==> src/rtl/decoder_pkg.sv <==
// Shared constants, types and GF(2^EGF_DIM) helpers for the RS syndrome decoder.
// Helpers are used to elaborate constant multipliers only.
package decoder_pkg;

    localparam int unsigned EGF_DIM   = 8;
    localparam logic [EGF_DIM:0] EGF_POLY = 9'h11D;
    localparam int unsigned ENC_SYM   = 4;
    localparam int unsigned CW_BEATS  = 8;
    localparam int unsigned PAR_SYM   = 4;
    localparam int unsigned FCR       = 0;

    localparam int unsigned BEAT_W    = ENC_SYM * EGF_DIM;
    localparam int unsigned SYN_W     = PAR_SYM * EGF_DIM;
    localparam int unsigned PAR_BEATS = PAR_SYM / ENC_SYM;
    localparam int unsigned MSG_BEATS = CW_BEATS - PAR_BEATS;
    localparam int unsigned CNT_W     = (CW_BEATS > 1) ? $clog2(CW_BEATS) : 1;
    localparam int unsigned GF_ORDER  = (1 << EGF_DIM) - 1;

    typedef logic [EGF_DIM-1:0] sym_t;
    typedef logic [BEAT_W-1:0]  beat_t;
    typedef logic [SYN_W-1:0]   syn_t;
    typedef logic [CNT_W-1:0]   cnt_t;

    // Shift-and-add product modulo EGF_POLY.
    function automatic sym_t gf_mul(sym_t a, sym_t b);
        sym_t p = '0;
        sym_t x = a;
        for (int i = 0; i < int'(EGF_DIM); i++) begin
            if (b[i]) p = p ^ x;
            x = x[EGF_DIM-1] ? (sym_t'(x << 1) ^ EGF_POLY[EGF_DIM-1:0]) : sym_t'(x << 1);
        end
        return p;
    endfunction

    // alpha^e with alpha = x, exponent reduced modulo the field order.
    function automatic sym_t gf_pow(int e);
        sym_t p = sym_t'(1);
        int   n = e % int'(GF_ORDER);
        if (n < 0) n = n + int'(GF_ORDER);
        for (int i = 0; i < n; i++) p = gf_mul(p, sym_t'(2));
        return p;
    endfunction

endpackage

==> src/rtl/decoder_syndrome_if.sv <==
// Codeword-in / message-out bus of the syndrome decoder.
// DECODER_ERR_CNT_EN adds the err_cnt status signal.
interface decoder_syndrome_if;
    import decoder_pkg::*;

    beat_t       enc_data;
    logic        enc_valid;
    beat_t       dec_data;
    logic        dec_valid;
    logic        dec_last;
    logic        cw_done;
    logic        cw_err;
    syn_t        cw_syn;
`ifdef DECODER_ERR_CNT_EN
    logic [15:0] err_cnt;
`endif

    modport master (
        output enc_data, enc_valid,
        input  dec_data, dec_valid, dec_last, cw_done, cw_err, cw_syn
`ifdef DECODER_ERR_CNT_EN
        , input err_cnt
`endif
    );

    modport slave (
        input  enc_data, enc_valid,
        output dec_data, dec_valid, dec_last, cw_done, cw_err, cw_syn
`ifdef DECODER_ERR_CNT_EN
        , output err_cnt
`endif
    );

endinterface

==> src/rtl/decoder_syn_cell.sv <==
// One Horner syndrome accumulator S_j = c(alpha^R), a whole beat per step.
// syn_next_c is the value including the current beat, used for codeword close-out.
module decoder_syn_cell
    import decoder_pkg::*;
#(
    parameter int unsigned R = 0
) (
    input  logic  clk,
    input  logic  rst,
    input  beat_t beat,
    input  logic  valid,
    input  logic  first,
    output sym_t  syn_next_c
);

    localparam sym_t SHIFT_K = gf_pow(int'(R * ENC_SYM));

    sym_t acc;
    sym_t term_c [ENC_SYM];

    // Symbol 0 sits in the MSBs and carries the highest degree of the beat.
    for (genvar i = 0; i < int'(ENC_SYM); i++) begin : g_tap
        localparam sym_t TAP_K = gf_pow(int'(R * (ENC_SYM - 1 - i)));
        assign term_c[i] = gf_mul(beat[(ENC_SYM-1-i)*EGF_DIM +: EGF_DIM], TAP_K);
    end

    always_comb begin
        sym_t sum;
        sum = first ? '0 : gf_mul(acc, SHIFT_K);
        for (int i = 0; i < int'(ENC_SYM); i++) sum = sum ^ term_c[i];
        syn_next_c = sum;
    end

    always_ff @(posedge clk or posedge rst) begin
        if (rst)        acc <= '0;
        else if (valid) acc <= syn_next_c;
    end

endmodule

==> src/rtl/decoder_syndrome.sv <==
// RS receive front end: counts beats, forwards message beats, drops parity and
// reports per-codeword syndromes. DECODER_ERR_CNT_EN adds a saturating error count.
module decoder_syndrome
    import decoder_pkg::*;
(
    input  logic              clk,
    input  logic              rst,
    decoder_syndrome_if.slave bus
);

    cnt_t cnt;
    logic first_c;
    logic last_c;
    logic msg_c;
    logic msg_last_c;
    logic close_c;
    sym_t syn_next_c [PAR_SYM];
    syn_t syn_all_c;

    assign first_c    = (cnt == '0);
    assign last_c     = (cnt == cnt_t'(CW_BEATS - 1));
    assign msg_c      = (cnt <  cnt_t'(MSG_BEATS));
    assign msg_last_c = (cnt == cnt_t'(MSG_BEATS - 1));
    assign close_c    = bus.enc_valid && last_c;

    for (genvar j = 0; j < int'(PAR_SYM); j++) begin : g_syn
        decoder_syn_cell #(.R(FCR + j)) u_cell (
            .clk        (clk),
            .rst        (rst),
            .beat       (bus.enc_data),
            .valid      (bus.enc_valid),
            .first      (first_c),
            .syn_next_c (syn_next_c[j])
        );
        assign syn_all_c[(PAR_SYM-1-j)*EGF_DIM +: EGF_DIM] = syn_next_c[j];
    end

    // Beat position within the codeword; idle cycles hold it.
    always_ff @(posedge clk or posedge rst) begin
        if (rst)                cnt <= '0;
        else if (bus.enc_valid) cnt <= last_c ? '0 : cnt + cnt_t'(1);
    end

    always_ff @(posedge clk or posedge rst) begin
        if (rst) begin
            bus.dec_data  <= '0;
            bus.dec_valid <= 1'b0;
            bus.dec_last  <= 1'b0;
        end else begin
            bus.dec_valid <= bus.enc_valid && msg_c;
            bus.dec_last  <= bus.enc_valid && msg_last_c;
            if (bus.enc_valid && msg_c) bus.dec_data <= bus.enc_data;
        end
    end

    // Syndromes include the closing beat; held until the next codeword closes.
    always_ff @(posedge clk or posedge rst) begin
        if (rst) begin
            bus.cw_done <= 1'b0;
            bus.cw_err  <= 1'b0;
            bus.cw_syn  <= '0;
        end else begin
            bus.cw_done <= close_c;
            if (close_c) begin
                bus.cw_syn <= syn_all_c;
                bus.cw_err <= |syn_all_c;
            end
        end
    end

`ifdef DECODER_ERR_CNT_EN
    always_ff @(posedge clk or posedge rst) begin
        if (rst) bus.err_cnt <= '0;
        else if (close_c && (|syn_all_c) && (bus.err_cnt != 16'hFFFF))
            bus.err_cnt <= bus.err_cnt + 16'd1;
    end
`endif

endmodule

==> src/flat_wrapper.sv <==
// flat-port wrapper written by rule: the top's interface ports become plain ports
module decoder_syndrome_flat import decoder_pkg::*;
  (clk, rst, bus_enc_data, bus_enc_valid, bus_dec_data, bus_dec_valid, bus_dec_last, bus_cw_done, bus_cw_err, bus_cw_syn);
  decoder_syndrome_if bus_i ();
  input  logic clk;
  input  logic rst;
  input wire logic [$bits(bus_i.enc_data)-1:0] bus_enc_data;
  input wire logic [$bits(bus_i.enc_valid)-1:0] bus_enc_valid;
  output wire logic [$bits(bus_i.dec_data)-1:0] bus_dec_data;
  output wire logic [$bits(bus_i.dec_valid)-1:0] bus_dec_valid;
  output wire logic [$bits(bus_i.dec_last)-1:0] bus_dec_last;
  output wire logic [$bits(bus_i.cw_done)-1:0] bus_cw_done;
  output wire logic [$bits(bus_i.cw_err)-1:0] bus_cw_err;
  output wire logic [$bits(bus_i.cw_syn)-1:0] bus_cw_syn;
  assign bus_i.enc_data = bus_enc_data;
  assign bus_i.enc_valid = bus_enc_valid;
  assign bus_dec_data = bus_i.dec_data;
  assign bus_dec_valid = bus_i.dec_valid;
  assign bus_dec_last = bus_i.dec_last;
  assign bus_cw_done = bus_i.cw_done;
  assign bus_cw_err = bus_i.cw_err;
  assign bus_cw_syn = bus_i.cw_syn;
  decoder_syndrome u_core (.clk(clk), .rst(rst), .bus(bus_i));
endmodule
==> config.mk <==
export PLATFORM = sky130hd
export DESIGN_NAME = decoder_syndrome_flat
export DESIGN_NICKNAME = d
export VERILOG_FILES = /design/src/rtl/decoder_pkg.sv /design/src/rtl/decoder_syndrome_if.sv /design/src/rtl/decoder_syn_cell.sv /design/src/rtl/decoder_syndrome.sv /design/src/flat_wrapper.sv
export SDC_FILE = /design/constraint.sdc
export NUM_CORES = 1
export LEC_CHECK = 0
export BUFFER_PORTS_ARGS = -buffer_cell sky130_fd_sc_hd__buf_2
export CAP_MARGIN = 30
export CORE_MARGIN = 3
export CORE_UTILIZATION = 33
export DETAILED_ROUTE_END_ITERATION = 12
export HOLD_SLACK_MARGIN = 0.05
export PLACE_DENSITY_LB_ADDON = 0.3
export SYNTH_ARGS = -nofsm -noshare
export SYNTH_HDL_FRONTEND = slang
export SYNTH_SLANG_ARGS = --single-unit
export TNS_END_PERCENT = 1
==> constraint.sdc <==
create_clock -name clk -period 4.2 [get_ports clk]
set_input_delay 0.21 -clock clk [delete_from_list [all_inputs] [get_ports clk]]
set_output_delay 0.21 -clock clk [all_outputs]
set_load 0.01 [all_outputs]
==> flow_summary.yaml, run 1 <==
critical_path:
  rr_startpoint: "u_core.cnt[0]"
  worst_path_max_delay_cell: "or4_1"
  path_cells: "inv_1, ha_1, nand2b_1, nand2_1, xnor3_1, nor4_1, nand4_1, or4_1, o32a_1"
  end_kind: "flip-flop"
  worstSetupPathType: "flip-flop to flip-flop"
  r2r-end: "u_core.bus.cw_err"
  critPathMaxStageDelay_ns: 0.59
  crit_fanout: 16
  cp_num_buf_inv: 1
  path_delay_family: "simple AND/OR/NAND/NOR gates"
  rr_worst_depth: 9
  reg2reg_slack_ns: 1.09
  required_ns: 4.43
  arrival_ns: 3.34
  startpoint_type: "flip-flop"
power:
  p_seq_share_pct: 28.5
  power_density_mw_per_mm2: 851
  comb_power_share_pct: 57.7
  switching_share_pct: 41.7
  p_int_uw: 3510
  p_leak_uw: 0.00340
  switchingPower_uw: 2510
  vdd_ir_drop_max_v: 0.000335
  clkPwrFrac_pct: 13.8
placement:
  dp_cells: 884
  port_buffers: 102
  dpl.hpwl_um: 12400
  gp_congestion: 0.876
drt:
  drc: 0
  wl_per_cell_um: 17.9
  drtAntennaViolNets: 0
  num_vias: 4135
  viasPerCell: 4.59
  wirelength_um: 16200
  dr.first_iter.drc_count: 294
  first_pass_iters: 4
grt:
  grt_use_met2_pct: 28.3
  busiest_layer: "met2"
  met1_usage_pct: 21.5
  antenna_found_initial: 0
  grt_max_degree: 55
  grt_overflow: 0
  grt_pass1_vias: 4335
  grt_usage_pct: 16.6
  grt_pass1_wl_um: 25500
  gr-usage-met3_pct: 2.66
logic_synthesis:
  synth_top_family_by_area: "XOR/XNOR gates"
  synth_compound_area_share_pct: 2.73
  yosysWarnings: 0
  syn_area_per_cell_um2: 10.4
  synthCells: 583
  synth_fa_ha_area_share_pct: 0.822
  yosys.area_share.simple_pct: 11.6
  ys_types: 32
  synth_edf_count: 0
  syn_nets: 622
  yosys-mux-area-fraction_pct: 6.56
  synthFlopType: "dfrtp_1"
  synthXorXnorAreaFrac_pct: 32.9
  ys_seq_area_share_pct: 42.3
  ys_ff_latch: 103
  syn_area_mm2: 0.00609
  async_flop_share_pct: 100
sta:
  hold_viol: 0
  worstMarginPinSlew_ns: 0.996
  fmax_ghz: 0.322
  slew_headroom_pct: 33.5
  holdWs_ns: 0.119
  fin_crit_ns: 3.11
  grt_setup_unrepaired: "false"
  finalSetupViolCount: 0
  fin_worst_skew_ns: 0.00530
  final.setup.tns_ns: 0
  finalCritPeriodShare_pct: 74.0
  slew_viol_final: 0
min_path:
  min_to: "u_core.bus.dec_data[12]"
  hold_path_class: "input pin to flip-flop"
  min_from: "bus_enc_data[12]"
  holdPathStages: 3
die:
  fp-row-count: 49
  core_mm2: 0.0180
  start_util_pct: 33.8
  dieWidth_um: 142
  io_pins: 103
  dieArea_mm2: 0.0201
  die_h_um: 142
finish:
  diodes: 0
  finalNetCount: 706
  fin_util_pct: 39.3
  fin_cells: 901
  layout-drive-gt1-share_pct: 24.0
  layout_commonest_cell: "nand2_1"
  layout_common_cells: "nand2_1, xnor2_1, dfrtp_1"
  area_growth_pct: 16.3
cts:
  cts_buffer_depth: 2
  clk_pin_slew_ns: 0.07
  cts_root_buf: "clkbuf_16"
  hold_buffers: 1
  cts_setup_buffers: 0
  cts-resized-gates: 0
  clk_latency_ns: 0.35
  cts_tree: "yes"
  htree_levels: 3
  cts.sinks: 103
  cts_buffers: 9
run:
  maxCapViolCount: 0
outcome:
  status: "complete, no violations"
[through the flow]
stage,area [um2],power (uW),setup WS (ns)
2_1_floorplan,6090,4240,1.29
3_3_place_gp,6770,5200,1.21
3_5_place_dp,6770,5240,1.06
4_1_cts,7080,6110,1.04
5_1_grt,7080,6490,0.932
6_report,7080,6020,1.09
[worst min-delay path, cell delays in order]
cell and delay [ns]:
buf_2 0.13, nand2_1 0.05, nand2_1 0.04
[how the worst max path moves through the flow]
stage                              from                 end  slack, ns  depth (start not counted)
final                     u_core.cnt[0]   u_core.bus.cw_err       1.09                          9
after global routing      u_core.cnt[0]   u_core.bus.cw_err       0.93                          9
after CTS                 u_core.cnt[0]   u_core.bus.cw_err       1.04                          9
after detailed placement  u_core.cnt[0]   u_core.bus.cw_err       1.06                          9
after global placement    u_core.cnt[0]   u_core.bus.cw_err       1.21                          9
after floorplan                     rst  u_core.bus.cw_done       1.29                          1
[kinds of logic (layout without fill, tap and decap cells)]
kind of cell / Yosys count / in the layout
xor+xnor: 187 / 187
buf+inv: 45 / 134
flops: 103 / 103
simple gates: 176 / 176
mux: 36 / 36
fa+ha+maj: 4 / 4
compound gates: 32 / 32
[sequential cells by signal, indices dropped and copies added, names as in the netlist]
register / count
u_core.bus.cw_done: 1
u_core.bus.cw_err: 1
u_core.bus.cw_syn: 32
u_core.bus.dec_data: 32
u_core.bus.dec_last: 1
u_core.bus.dec_valid: 1
u_core.cnt: 3
u_core.g_syn.u_cell.acc: 32
[layout make-up]
type,count,area (um2)
clock buffer,13,270
clock inverter,3,23.8
fill,1831,10900
inverter,10,40.0
multi-input combinational,435,3320
sequential,103,2580
tap,229,287
timing repair buffer,108,558
[power by group through the flow]
stage,Sequential (uW),Clock [uW],Combinational [uW]
2_1_floorplan,1760,0,2480
3_3_place_gp,1720,0,3470
3_5_place_dp,1740,0,3510
4_1_cts,1720,852,3540
5_1_grt,1770,894,3820
6_report,1720,830,3480
[Yosys cell counts, drive strengths merged (3+ instances only)]
master,count,area [um2]
dfrtp,103,2580
xnor3,22,497
mux2,31,349
nor4,3,18.8
nand4,3,18.8
ha,4,50.1
inv,10,37.5
a21oi,13,65.1
nand2,132,495
clkbuf,22,82.6
mux2i,5,50.1
buf,13,67.6
o21ai,17,85.1
nor2,29,109
xnor2,124,1120
xor2,39,342
[layer usage]
layer,up-vias,wire length (um)
met1,2013,7200
met2,78,8030
li1,2027,-
met5,-,0
met4,0,303
met3,17,636
Note: power is estimated with default switching activity, not from simulation.
==> run 2: changes to the inputs <==
==> constraint.sdc (replaced) <==
create_clock -name clk -period 2.7 [get_ports clk]
set_input_delay 0.135 -clock clk [delete_from_list [all_inputs] [get_ports clk]]
set_output_delay 0.135 -clock clk [all_outputs]
set_load 0.01 [all_outputs]
==> run 2 against run 1 <==
  * Sequential share of layout area is 2.7 points lower
  * Count of clock-buffer cells in the layout is 4 lower
  * Global-route usage is 0.77 points higher
  * Routed wire length is 3.6% higher
  * Hold slack worse by 0.048 ns
  * First-iteration DRC count is 19% lower
  * Register-to-register slack worse by 0.95 ns
  * Total power is 70% higher
  * Cell count is 5.8% higher
  * Combinational power is 79% higher
  * Die area stayed put
  * Utilization is 3.1 points higher
==> flow_summary.yaml, run 2 (same netlist as run 1, synthesis figures left out) <==
grt:
  grt_usage_pct: 17.3
  grt_max_degree: 52
  antenna_found_initial: 0
  grt_pass1_vias: 4627
  grt_pass1_wl_um: 26700
  grt_overflow: 0
outcome:
  status: "complete, no violations"
cts:
  clk_pin_slew_ns: 0.08
  cts.sinks: 103
  clk_latency_ns: 0.36
  cts_buffer_depth: 2
  cts_tree: "yes"
  cts_buffers: 9
  htree_levels: 3
  cts_root_buf: "clkbuf_16"
critical_path:
  path_cells: "dlygate4sd3_1, buf_2, xnor3_1, xor2_1, xnor2_2, xnor2_2, nand4b_1, or4_1, o32a_1"
  cp_num_buf_inv: 2
  arrival_ns: 2.87
  worst_path_max_delay_cell: "xnor3_1"
  startpoint_type: "input pin"
  end_kind: "flip-flop"
  critPathMaxStageDelay_ns: 0.53
  required_ns: 2.95
  path_delay_family: "XOR/XNOR gates"
  worstSetupPathType: "input pin to flip-flop"
  crit_fanout: 4
  cpMostUsedCell: "xnor2_2"
finish:
  finalNetCount: 758
  finalInstanceArea_mm2: 0.00764
  area_growth_pct: 25.6
  layout_commonest_cell: "nand2_1"
  layout-drive-gt1-share_pct: 30.7
  diodes: 0
  layout_common_cells: "nand2_1, xnor2_1, dfrtp_1"
  fin_cells: 953
  largestRegisters: "u_core.bus.cw_syn: 32 flops, u_core.bus.dec_data: 32 flops, u_core.g_syn.u_cell.acc: 32 flops"
drt:
  drtAntennaViolNets: 0
  viasPerCell: 4.57
  dr.first_iter.drc_count: 239
  drc: 0
  wl_per_cell_um: 17.6
  first_pass_iters: 4
  wirelength_um: 16700
  num_vias: 4355
sta:
  slew_headroom_pct: 42.3
  finalSetupViolCount: 0
  slew_viol_final: 0
  worstMarginPinSlew_ns: 0.864
  fmax_ghz: 0.381
  fin_crit_ns: 2.62
  finalCritPeriodShare_pct: 97.2
  hold_viol: 0
  grt_setup_unrepaired: "false"
  holdWs_ns: 0.0704
  fin_worst_skew_ns: 0.00900
  final.setup.tns_ns: 0
placement:
  place_area_mm2: 0.00710
  port_buffers: 102
  dp_cells: 924
  gp_congestion: 0.885
  dpl.hpwl_um: 12900
power:
  switchingPower_uw: 4100
  switching_share_pct: 40.1
  comb_power_share_pct: 60.9
  p_seq_share_pct: 25.8
  p_int_uw: 6130
  clkPwrFrac_pct: 13.3
  vdd_ir_drop_max_v: 0.000530
  power_density_mw_per_mm2: 1340
  p_leak_uw: 0.00370
die:
  io_pins: 103
  dieWidth_um: 142
  start_util_pct: 33.8
  fp-row-count: 49
  die_h_um: 142
  core_mm2: 0.0180
  dieArea_mm2: 0.0201
min_path:
  hold_path_class: "input pin to flip-flop"
run:
  maxCapViolCount: 0
-- run 2: changes by cell type in the layout (fill, tap and decap cells not counted), moves of 2 or more --
cell | before | now
buf_12 | 0 | 2
buf_4 | 5 | 45
clkbuf_8 | 3 | 0
clkinvlp_4 | 2 | 4
dlygate4sd3_1 | 1 | 10
nor4_1 | 3 | 1
nor4_2 | 0 | 2
xnor2_1 | 120 | 113
xnor2_2 | 4 | 11
xor2_1 | 39 | 35
xor2_2 | 0 | 4
-- run 2: timing repair --
action                     CTS  global route
setup endpoints to repair    1             1
pin swaps                    0             4
cloned                       0             1
hold endpoints to repair    44             0
resized for setup            2            17
buffers inserted             0             2
hold buffers                10             0
-- run 2: per-stage QoR --
step	util (%)	power, uW	setup slack, ns
floorplan	-	6600	0.0368
detailed placement	39.4	8750	-0.0790
CTS	41.7	10200	0.00963
global placement	39.4	8700	0.0273
global route	42.4	11000	0.000695
finish	42.4	10200	0.0753
-- run 2: final timing paths --
| path | startpoint | endpoint | slack (ns) | depth (start not counted) |
|---|---|---|---|---|
| worst max-delay path | bus_enc_data[18] | u_core.bus.cw_err | 0.08 | 9 |
| worst min-delay path | bus_enc_data[19] | u_core.bus.dec_data[19] | 0.07 | 3 |
| worst max register to register | u_core.cnt[0] | u_core.bus.cw_err | 0.14 | 10 |
| worst min register to register | u_core.bus.dec_data[9] | u_core.bus.dec_data[9] | 0.47 | 2 |
| max in group asynchronous | rst | u_core.bus.cw_syn[13] | 1.47 | 4 |
| min in group asynchronous | rst | u_core.bus.dec_valid | 0.49 | 3 |
-- run 2: worst reg2reg max path: stages, from the launching register on --
cell and delay, ns:
dfrtp_1 0.38, inv_1 0.08, ha_2 0.24, nor2b_4 0.18
buf_12 0.15, nor2_1 0.06, xnor2_1 0.14, xnor2_1 0.23
nand4b_1 0.15, or4_1 0.54, o32a_1 0.30
-- run 2: per-layer routing --
layer / wire [um] / part of all wire, % / global-route usage [%] / up-vias
li1: - / - / - / 2123
met1: 7410 / 44 / 22.7 / 2116
met5: 0 / 0 / 0 / -
met3: 743 / 4.4 / 3.07 / 18
met2: 8340 / 50 / 29.5 / 98
met4: 259 / 1.5 / 4.95 / 0
-- run 2: power by group through the flow --
| stage | Combinational [uW] | Sequential [uW] | Clock [uW] |
|---|---|---|---|
| 6_report | 6230 | 2640 | 1360 |
| 5_1_grt | 6810 | 2740 | 1460 |
| 4_1_cts | 6150 | 2640 | 1400 |
| 3_5_place_dp | 6090 | 2670 | 0 |
| 3_3_place_gp | 6050 | 2650 | 0 |
| 2_1_floorplan | 3860 | 2740 | 0 |
-- run 2: final cells by class --
| class | count | area (um2) |
|---|---|---|
| clock buffers | 9 | 225 |
| clock inverters | 7 | 81.3 |
| fillers | 1804 | 10400 |
| inverters | 10 | 41.3 |
| multi-input cells | 436 | 3440 |
| flip-flops and latches | 103 | 2580 |
| well taps | 229 | 287 |
| repair buffers | 159 | 988 |
==> run 3: changes to the inputs <==
--- a/config.mk
+++ b/config.mk
@@ -12,7 +12,7 @@
 export DETAILED_ROUTE_END_ITERATION = 12
 export HOLD_SLACK_MARGIN = 0.05
 export PLACE_DENSITY_LB_ADDON = 0.3
+export REMOVE_ABC_BUFFERS = 1
 export SYNTH_ARGS = -nofsm -noshare
 export SYNTH_HDL_FRONTEND = slang
 export SYNTH_SLANG_ARGS = --single-unit
-export TNS_END_PERCENT = 1
==> constraint.sdc (replaced) <==
create_clock -name clk -period 2.7 [get_ports clk]
set_input_delay 0.27 -clock clk [delete_from_list [all_inputs] [get_ports clk]]
set_output_delay 0.27 -clock clk [all_outputs]
set_load 0.01 [all_outputs]
==> run 3 against run 2 <==
  * Flip-flop and latch count is the same
  * Non-clock buffer count grew 11
  * Register-to-register slack lost 0.04 ns
  * Cell area shrank 0.36%
  * Sequential share of layout area grew 0.12 points
  * Utilization shrank 0.15 points
  * Die area is the same
  * Critical endpoint unchanged
  * Setup slack gained 0.022 ns
  * Fmax grew 0.84%
  * First-iteration DRC count shrank 10%
==> flow_summary.yaml, run 3 (same netlist as run 1, synthesis figures left out) <==
outcome:
  status: "complete, no violations"
finish:
  largestRegisters: "u_core.bus.cw_syn: 32 flops, u_core.bus.dec_data: 32 flops, u_core.g_syn.u_cell.acc: 32 flops"
  area_growth_pct: 25.1
  finalInstanceArea_mm2: 0.00762
  layout_common_cells: "nand2_1, xnor2_1, dfrtp_1"
  finalNetCount: 768
  regArea_mm2: 0.00258
  diodes: 0
  nFillCells: 1738
  multiInputGateArea_mm2: 0.00336
  layout-drive-gt1-share_pct: 31.2
  fin_util_pct: 42.3
  layout_commonest_cell: "nand2_1"
die:
  start_util_pct: 33.8
  io_pins: 103
  fp-row-count: 49
  dieArea_mm2: 0.0201
  dieWidth_um: 142
  die_h_um: 142
  core_mm2: 0.0180
grt:
  grt_pass1_vias: 4535
  grt_usage_pct: 16.6
  grt_max_degree: 52
  grt_overflow: 0
  antenna_found_initial: 0
  grt_pass1_wl_um: 25700
min_path:
  hold_path_class: "input pin to flip-flop"
sta:
  slew_headroom_pct: 61.2
  fmax_ghz: 0.384
  finalCritPeriodShare_pct: 96.4
  fin_worst_skew_ns: 0.0105
  slew_viol_final: 0
  worstMarginPinSlew_ns: 0.582
  hold_viol: 0
  fin_crit_ns: 2.60
  finalSetupViolCount: 0
critical_path:
  arrival_ns: 2.85
  startpoint_type: "flip-flop"
  worstSetupPathType: "flip-flop to flip-flop"
  end_kind: "flip-flop"
  required_ns: 2.95
  crit_fanout: 6
cts:
  cts_tree: "yes"
  clk_pin_slew_ns: 0.08
  cts_root_buf: "clkbuf_16"
  clk_latency_ns: 0.36
  cts_buffers: 9
  htree_levels: 3
  cts_buffer_depth: 2
  cts.sinks: 103
placement:
  port_buffers: 102
  dpl.hpwl_um: 12600
  gp_congestion: 0.884
  place_area_mm2: 0.00726
power:
  p_leak_uw: 0.00372
  power_density_mw_per_mm2: 1380
  vdd_ir_drop_max_v: 0.000554
drt:
  first_pass_iters: 4
  wl_per_cell_um: 16.8
  viasPerCell: 4.55
  dr.first_iter.drc_count: 214
  drtAntennaViolNets: 0
  drc: 0
  num_vias: 4385
  wirelength_um: 16200
run:
  maxCapViolCount: 0
-- run 3: cell type report --
class / instances / share of cell area [%]
flip-flops and latches: 103 / 33.8
clock buffers: 10 / 3.01
inverters: 10 / 0.526
well taps: 229 / 3.76
multi-input cells: 435 / 44.2
clock inverters: 6 / 0.903
repair buffers: 170 / 13.8
-- run 3: where the power goes --
part / total, uW / switching [uW] / internal (uW)
registers: 2650 / 478 / 2170
logic: 6530 / 3030 / 3500
clock network: 1330 / 606 / 723
-- run 3: through the flow --
| step | power (uW) | cells | setup TNS (ns) | setup slack (ns) | hold slack (ns) |
|---|---|---|---|---|---|
| after floorplan | 6530 | 548 | -28.22 | -0.274 | 0.355 |
| after global placement | 9030 | 945 | -0.0876 | -0.0876 | 0.316 |
| after global routing | 11300 | 963 | -0.0271 | -0.0271 | 0.168 |
| after detailed placement | 9140 | 945 | -0.204 | -0.204 | 0.329 |
| after CTS | 10500 | 962 | 0 | 0.00380 | 0.148 |
| final | 10500 | 963 | 0 | 0.0971 | 0.160 |
-- run 3: final timing paths --
kind | start | endpoint | slack [ns] | cells past startpoint
setup / recovery | u_core.cnt[0] | u_core.bus.cw_err | 0.1 | 9
hold / removal | bus_enc_data[18] | u_core.bus.dec_data[18] | 0.16 | 3
setup reg to reg | u_core.cnt[0] | u_core.bus.cw_err | 0.1 | 9
hold reg to reg | u_core.bus.dec_data[15] | u_core.bus.dec_data[15] | 0.47 | 2
max in group asynchronous | rst | u_core.bus.cw_syn[1] | 1.52 | 4
min in group asynchronous | rst | u_core.bus.dec_data[3] | 0.48 | 3
-- run 3: critical path, stage by stage, from the launching register on --
cell      delay [ns]
dfrtp_1         0.40
inv_1           0.09
ha_2            0.21
nand2b_4        0.11
nand2_1         0.10
xnor3_2         0.30
nor4_4          0.29
nand4_1         0.16
or4_1           0.54
o32a_1          0.30
-- run 3: per-layer routing --
layer	track usage (%)	vias to the layer above	share of wire, %
met2	27.8	101	49
met3	3.54	12	4.8
met1	22.1	2131	45
li1	-	2141	-
met4	3.89	0	1.1
met5	0	-	0
-- run 3: timing repair --
item                       4_1_cts  5_1_grt
buffers inserted                 0        1
hold endpoints to repair        33        0
hold buffers                     1        0
pin swaps                        0        4
setup endpoints to repair        1        1
resized for setup                2        7
